--- config.mk ---
export PLATFORM = sky130hd
export DESIGN_NAME = rf_write_arbiter
export DESIGN_NICKNAME = d
export VERILOG_FILES = /design/src/rtl/rf_arb_pkg.sv /design/src/rtl/rf_write_arbiter.sv
export SDC_FILE = /design/constraint.sdc
export NUM_CORES = 1
export LEC_CHECK = 0
export ABC_CLOCK_PERIOD_IN_PS = 4600
export CORE_MARGIN = 2
export CORE_UTILIZATION = 49
export CTS_BUF_LIST = sky130_fd_sc_hd__clkbuf_8 sky130_fd_sc_hd__clkbuf_16
export CTS_CLUSTER_SIZE = 12
export DETAILED_ROUTE_END_ITERATION = 16
export PLACE_DENSITY = 0.86
export RECOVER_POWER = 100
export SYNTH_ARGS = -nofsm -noshare
export SYNTH_HDL_FRONTEND = slang
export SYNTH_SLANG_ARGS = --single-unit
--- constraint.sdc ---
create_clock -name clk -period 4.6 [get_ports clk]
set_input_delay 1.15 -clock clk [delete_from_list [all_inputs] [get_ports clk]]
set_output_delay 1.15 -clock clk [all_outputs]
set_load 0.01 [all_outputs]
--- src/rtl/rf_arb_pkg.sv ---
// Shared types and default sizes for the register-file write-port arbiter.
package rf_arb_pkg;

    // Default sizes; the arbiter takes these as parameter defaults.
    localparam int DATA_W   = 32;
    localparam int ADDR_W   = 5;
    localparam int NUM_REGS = 32;
    localparam int MAX_WAIT = 4;

    // Arbiter states: clearing sweep, normal arbitration, forced host slot.
    typedef enum logic [1:0] {
        ST_INIT = 2'd0,
        ST_RUN  = 2'd1,
        ST_HOST = 2'd2
    } state_t;

endpackage

--- src/rtl/rf_write_arbiter.sv ---
// Shares the register file's single write port between the stage-3 writeback
// path and a host/loader port. After reset it clears every register with a
// sweep. While sweeping, and whenever the host has lost too many cycles in a
// row, it stalls the pipeline so the host can be served.
module rf_write_arbiter #(
    parameter int DATA_W   = rf_arb_pkg::DATA_W,
    parameter int ADDR_W   = rf_arb_pkg::ADDR_W,
    parameter int NUM_REGS = rf_arb_pkg::NUM_REGS,
    parameter int MAX_WAIT = rf_arb_pkg::MAX_WAIT
) (
    input  logic              clk,
    input  logic              rst,
    input  logic [DATA_W-1:0] wb_data,
    input  logic [ADDR_W-1:0] wb_ws,
    input  logic              wb_we,
    input  logic              host_valid,
    input  logic [ADDR_W-1:0] host_addr,
    input  logic [DATA_W-1:0] host_data,
    output logic              host_ready,
    output logic              stall,
    output logic              rf_we,
    output logic [ADDR_W-1:0] rf_ws,
    output logic [DATA_W-1:0] rf_data,
    output logic              init_done
);
    import rf_arb_pkg::*;

    localparam int                WCNT_W     = $clog2(MAX_WAIT + 1);
    localparam logic [ADDR_W-1:0] LAST_IDX   = ADDR_W'(NUM_REGS - 1);
    localparam logic [WCNT_W-1:0] MAX_WAIT_C = WCNT_W'(MAX_WAIT);

    state_t              state_q, state_d;
    logic [ADDR_W-1:0]   idx_q, idx_d;
    logic [WCNT_W-1:0]   wcnt_q, wcnt_d;
    logic [WCNT_W-1:0]   wcnt_inc;
    logic                init_done_q, init_done_d;
    logic                rf_we_q, rf_we_d;
    logic [ADDR_W-1:0]   rf_ws_q, rf_ws_d;
    logic [DATA_W-1:0]   rf_data_q, rf_data_d;

    // The counter only increments in RUN, where it is below MAX_WAIT, so the
    // incremented value always fits.
    assign wcnt_inc = wcnt_q + WCNT_W'(1);

    // Grant selection, next-state and counter updates for the current cycle.
    always_comb begin
        // NOTE: every output of this block gets a default first, so no path
        // leaves a variable unassigned and no latch is inferred.
        state_d     = state_q;
        idx_d       = idx_q;
        wcnt_d      = wcnt_q;
        init_done_d = init_done_q;
        rf_we_d     = 1'b0;
        rf_ws_d     = rf_ws_q;
        rf_data_d   = rf_data_q;
        stall       = 1'b0;
        host_ready  = 1'b0;

        unique case (state_q)
            ST_INIT: begin
                stall     = 1'b1;
                rf_we_d   = 1'b1;
                rf_ws_d   = idx_q;
                rf_data_d = '0;
                if (idx_q == LAST_IDX) begin
                    idx_d       = '0;
                    init_done_d = 1'b1;
                    state_d     = ST_RUN;
                end else begin
                    idx_d = idx_q + ADDR_W'(1);
                end
            end

            ST_RUN: begin
                if (wb_we) begin
                    rf_we_d   = 1'b1;
                    rf_ws_d   = wb_ws;
                    rf_data_d = wb_data;
                    if (host_valid) begin
                        wcnt_d = wcnt_inc;
                        if (wcnt_inc >= MAX_WAIT_C) begin
                            state_d = ST_HOST;
                        end
                    end
                end else if (host_valid) begin
                    host_ready = 1'b1;
                    rf_we_d    = 1'b1;
                    rf_ws_d    = host_addr;
                    rf_data_d  = host_data;
                    wcnt_d     = '0;
                end
            end

            ST_HOST: begin
                if (host_valid) begin
                    // The stall makes the pipeline re-present the writeback.
                    stall      = 1'b1;
                    host_ready = 1'b1;
                    rf_we_d    = 1'b1;
                    rf_ws_d    = host_addr;
                    rf_data_d  = host_data;
                end else if (wb_we) begin
                    // Host withdrew its request: behave as an ordinary RUN cycle.
                    rf_we_d   = 1'b1;
                    rf_ws_d   = wb_ws;
                    rf_data_d = wb_data;
                end
                wcnt_d  = '0;
                state_d = ST_RUN;
            end

            default: state_d = ST_INIT;
        endcase
    end

    // State and registered write-port outputs; reset restarts the sweep.
    always_ff @(posedge clk or negedge rst) begin
        if (!rst) begin
            state_q     <= ST_INIT;
            idx_q       <= '0;
            wcnt_q      <= '0;
            init_done_q <= 1'b0;
            rf_we_q     <= 1'b0;
            rf_ws_q     <= '0;
            rf_data_q   <= '0;
        end else begin
            // NOTE: non-blocking assignments so every flop samples the values
            // from before this edge, independent of statement order.
            state_q     <= state_d;
            idx_q       <= idx_d;
            wcnt_q      <= wcnt_d;
            init_done_q <= init_done_d;
            rf_we_q     <= rf_we_d;
            rf_ws_q     <= rf_ws_d;
            rf_data_q   <= rf_data_d;
        end
    end

    assign rf_we     = rf_we_q;
    assign rf_ws     = rf_ws_q;
    assign rf_data   = rf_data_q;
    assign init_done = init_done_q;

endmodule

; ---- Yosys cells after proc, flatten, opt, wreduce, memory -nomap -nowiden
; Cells that the tools add are included.
[word_totals]
ff_bits = 49
in_bits = 78
output_inout_bits = 41
word_cells = 54
[op_classes]
n_addsub = 2
magnitude_cmp = 1
n_eq_ne = 9
n_mux = 28
reduce_logical = 7
[op_table]
columns = op, count
row1 = $mux 32, 4
row2 = $pmux 32 s3, 1
row3 = $mux 5, 5
row4 = $pmux 5 s3, 1
row5 = $mux 3, 3
row6 = $mux 2, 4
row7 = $ne 2x2->1 const B, 4
row8 = $ne 3x3->1 const B, 2
row9 = $pmux 2 s3, 1
row10 = $pmux 3 s2, 1
row11 = $add 5x1->5 const B, 1
row12 = $eq 5x5->1 const B, 1
row13 = $mux 1, 5
row14 = $pmux 1 s2, 2
row15 = $reduce_and 2->1, 2
row16 = $reduce_and 4->1, 1
row17 = $add 3x1->3 const B, 1
row18 = $ge 3x3->1 const B, 1
row19 = $pmux 1 s3, 1
row20 = $reduce_and 3->1, 1
row21 = $reduce_bool 3->1, 1
row22 = $eq 2x1->1 const B, 1
row23 = $eq 2x2->1 const B, 1
row24 = $logic_not 2->1, 1
row25 = $reduce_bool 2->1, 1

; ---- Longest topological paths before layout
[depth]
depth_word = 6
mapped_depth = 8
ltp_nobuf = 6

; ---- Worst setup path after synthesis
; No wires, ideal clock.
[synth_timing]
path_type = input to output
startpoint = input host_valid
endpoint = output host_ready
arrival_time_ns = 1.816
required_ns = 3.450
path_slack_ns = 1.634
path_stages = 5
n_path_buf = 3
cell_sequence = buf_6 buf_4 buf_4 nand2_1 nor2_1
[synth_between]
elab_chain_len = 3
[synth_rtl]
columns = element, line
row1 = start: declaration, rf_write_arbiter.sv:16  ; input logic host_valid,
row2 = $mux 1 (*), "rf_write_arbiter.sv:85, rf_write_arbiter.sv:95"
row3 = $mux 1, rf_write_arbiter.sv:75  ; if (wb_we) begin
row4 = $pmux 1 s2 (*), rf_write_arbiter.sv:59  ; unique case (state_q)
row5 = end: declaration, rf_write_arbiter.sv:19  ; output logic host_ready,
; Every way passes the cells marked *; elsewhere a longest branch is shown, timed or not.

; ---- Final worst setup path
[layout_timing]
startpoint = register state_q[0]
endpoint = output host_ready
[layout_between]
elab_chain_len = 2
word_cells_on_any_way = 3
cone_classes = eq/ne (2) / mux (1)
[layout_rtl]
columns = element, line
row1 = start: declaration, rf_write_arbiter.sv:32  ; state_t state_q, state_d;
row2 = start signal: assignment, rf_write_arbiter.sv:129  ; state_q <= state_d;
row3 = $eq 2x2->1 or $eq 2x1->1 (tied branches), rf_write_arbiter.sv:59
row4 = $pmux 1 s2 (*), rf_write_arbiter.sv:59
; Marks and branches as above.

==> flow_summary.json <==
{
  "status": "finished with violations",
  "violations": "capacitance limit, slew limit",
  "relSlewSlack_pct": -74.1,
  "grt_max_degree": 50,
  "nets": 514,
  "reg2reg_to": "rf_data[19]",
  "worstMarginPinSlew_ns": 2.61,
  "drt_iter0_drc": 157,
  "clock_path_buffers": 2,
  "fin_cells": 509,
  "dr.pass1.iters": 4,
  "via_per_inst": 5.71,
  "grt_remaining_overflow": 0,
  "r2r.worst_path.cells": 7,
  "ios": 119,
  "die_area_um2": 7600,
  "synthTopCellsByCount": "78 x mux2_1, 49 x dfrtp_1, 41 x nand2_1",
  "mappedNetlistArea_um2": 3390,
  "crit_chain": "inv_1 > ha_1 > a21oi_1 > nor2_1 > dlygate4sd3_1",
  "power_density_nw_per_um2": 531,
  "multi_input_area_um2": 1900,
  "setup_tns_ns": 0,
  "ir_worst_vdd_mv": 0.352,
  "cp_data_required_time_ns": 3.45,
  "dp_slack_ns": 1.23,
  "post-place-cells": 501,
  "synthCells": 327,
  "antenna_found_initial": 0,
  "grt_pass1_wl_mm": 13.3,
  "synthFlopType": "dfrtp_1",
  "wl_mm": 8.40,
  "fmax_mhz": 281,
  "start_kind": "register",
  "cts_made_buffers": 5,
  "finClkSkew_ns": 0.00638,
  "ys_ff_latch": 49,
  "syn2layout_area_growth_pct": 34.4,
  "clk_pin_slew_ns": 0.09,
  "hold_viol": 0,
  "clock-sinks": 49,
  "hold_class": "reg2reg",
  "wl_per_cell_um": 16.5,
  "clockRootBuffer": "clkbuf_8",
  "fillCellCount": 531,
  "synth_top_area_share_pct": 36.2,
  "yosys.cell_types.count": 31,
  "antenna_left": 0,
  "hpwl_mm": 6.10,
  "rows": 30,
  "crit_type": "reg2out",
  "die_w_um": 87.2,
  "cp_slowest_stage_delay_ns": 0.67,
  "syn-num-nets": 413,
  "yosysSeqAreaShare_pct": 36.2,
  "insertion_delay_ns": 0.30,
  "place.gp.congestion": 0.786,
  "track_usage_pct": 22.1,
  "diodes": 0,
  "cts_tree": "yes",
  "rsz0062_at_grt": "no",
  "ys_warn_count": 0,
  "startpoint": "state_q[0]",
  "leakage_uw": 0.00197,
  "synth_top_cell_by_area": "dfrtp_1",
  "die_h_um": 87.2,
  "max-cap-violations": 1,
  "r2r_slack_ns": 1.56,
  "cts_setup_buffers": 0,
  "synth.most_common_cell": "mux2_1",
  "setup_viol": 0,
  "cts-hold-fix-buffers": 0,
  "start_util_pct": 50.1,
  "critical_path_arrival_ns": 2.41,
  "synthTopCellsByArea": "dfrtp_1 36%, mux2_1 26%, a22oi_1 8.2%",
  "regArea_um2": 1230,
  "drv_slew": 50,
  "final.period_utilization_pct": 77.5,
  "synth_async_sr_flop_share_pct": 100,
  "h-tree-depth": 2,
  "synth_edf_count": 0,
  "core_um2": 6760,
  "crit_end": "host_ready",
  "cts_resized": 0,
  "drive_gt1_share_pct": 4.43,
  "path_max_fanout": 20,
  "slowest_stage": "ha_1",
  "critPathCaptureType": "primary output",
  "syn_avg_cell_area_um2": 10.4,
  "vias": 2907,
  "grt_pass1_vias": 2961,
  "r2r_start": "state_q[0]",
  "drc": 0,
  "period_needed_ns": 3.56,
  "port_buffers": 118,
  "fin_ws_ns": 1.04
}
metrics by stage:
step	hold WS (ns)	cell area, µm²	total power [µW]	utilization (%)
floorplan	0.458	3390	1760	-
global placement	0.462	4520	2270	66.9
detailed placement	0.464	4520	2310	66.9
CTS	0.485	4630	2620	68.5
global route	0.507	4550	2600	67.4
finish	0.480	4550	2420	67.4
cell families after synthesis:
logic type / Yosys count / synth area share (%)
AO/OA/AOI/OAI: 95 / 20.2
multiplexers: 80 / 26.9
AND/OR/NAND/NOR: 61 / 7.83
flip-flops: 49 / 36.2
buffers and inverters: 33 / 5.69
adder cells (fa/ha/maj): 8 / 2.95
XOR/XNOR: 1 / 0.259
placed cells by master, fill, tap and decap left out, drive strengths merged, types with 4 or more instances in the layout:
cell           count
a21oi              4
o21ai             39
dfrtp             49
ha                 8
buf                6
dlygate4sd3       40
mux2              79
a21o               7
nor2              10
a211oi             5
nand2             41
clkdlybuf4s50     75
a22oi             37
clkbuf             7
inv                5
critical path: cells and delay by family, from the launching register on:
kind,cells,cell delay (ns)
adders and majority gates,1,0.67
buffers and inverters,2,0.75
DFF,1,0.45
AOI/OAI and AO/OA,1,0.08
and+or+nand+nor,1,0.17
worst min-delay path by stage:
stage                           start          end  depth (start not counted)
after detailed placement   rf_data[7]   rf_data[7]                          2
after CTS                  rf_data[7]   rf_data[7]                          2
after global placement    rf_data[23]  rf_data[23]                          2
after floorplan              idx_q[3]     idx_q[3]                          1
after global routing       rf_data[7]   rf_data[7]                          2
final                      rf_data[7]   rf_data[7]                          2
state kept, by name, summed over array words and instances, names as in the netlist:
register and cells:
wcnt_q 3, init_done 1, rf_data 32, rf_ws 5, state_q 2, idx_q 5, rf_we 1
routing by layer:
metal	wire [µm]	track usage [%]	vias to the layer above
li1	-	-	1398
met5	0	0	-
met3	321	3.41	9
met4	100	8.11	0
met2	4340	40.0	69
met1	3640	26.5	1431
power breakdown:
part           internal, µW  switching (µW)
sequential              636             122
combinational           621             735
clock                   161             141
cell type report:
| class | instances | area share (%) |
|---|---|---|
| Timing Repair Buffer | 123 | 26.4 |
| Inverter | 4 | 0.330 |
| Clock buffer | 5 | 1.51 |
| Tap cell | 80 | 2.20 |
| Multi-Input combinational cell | 245 | 41.7 |
| Clock inverter | 3 | 0.934 |
| Sequential cell | 49 | 26.9 |
(Power assumes the default switching activity.)
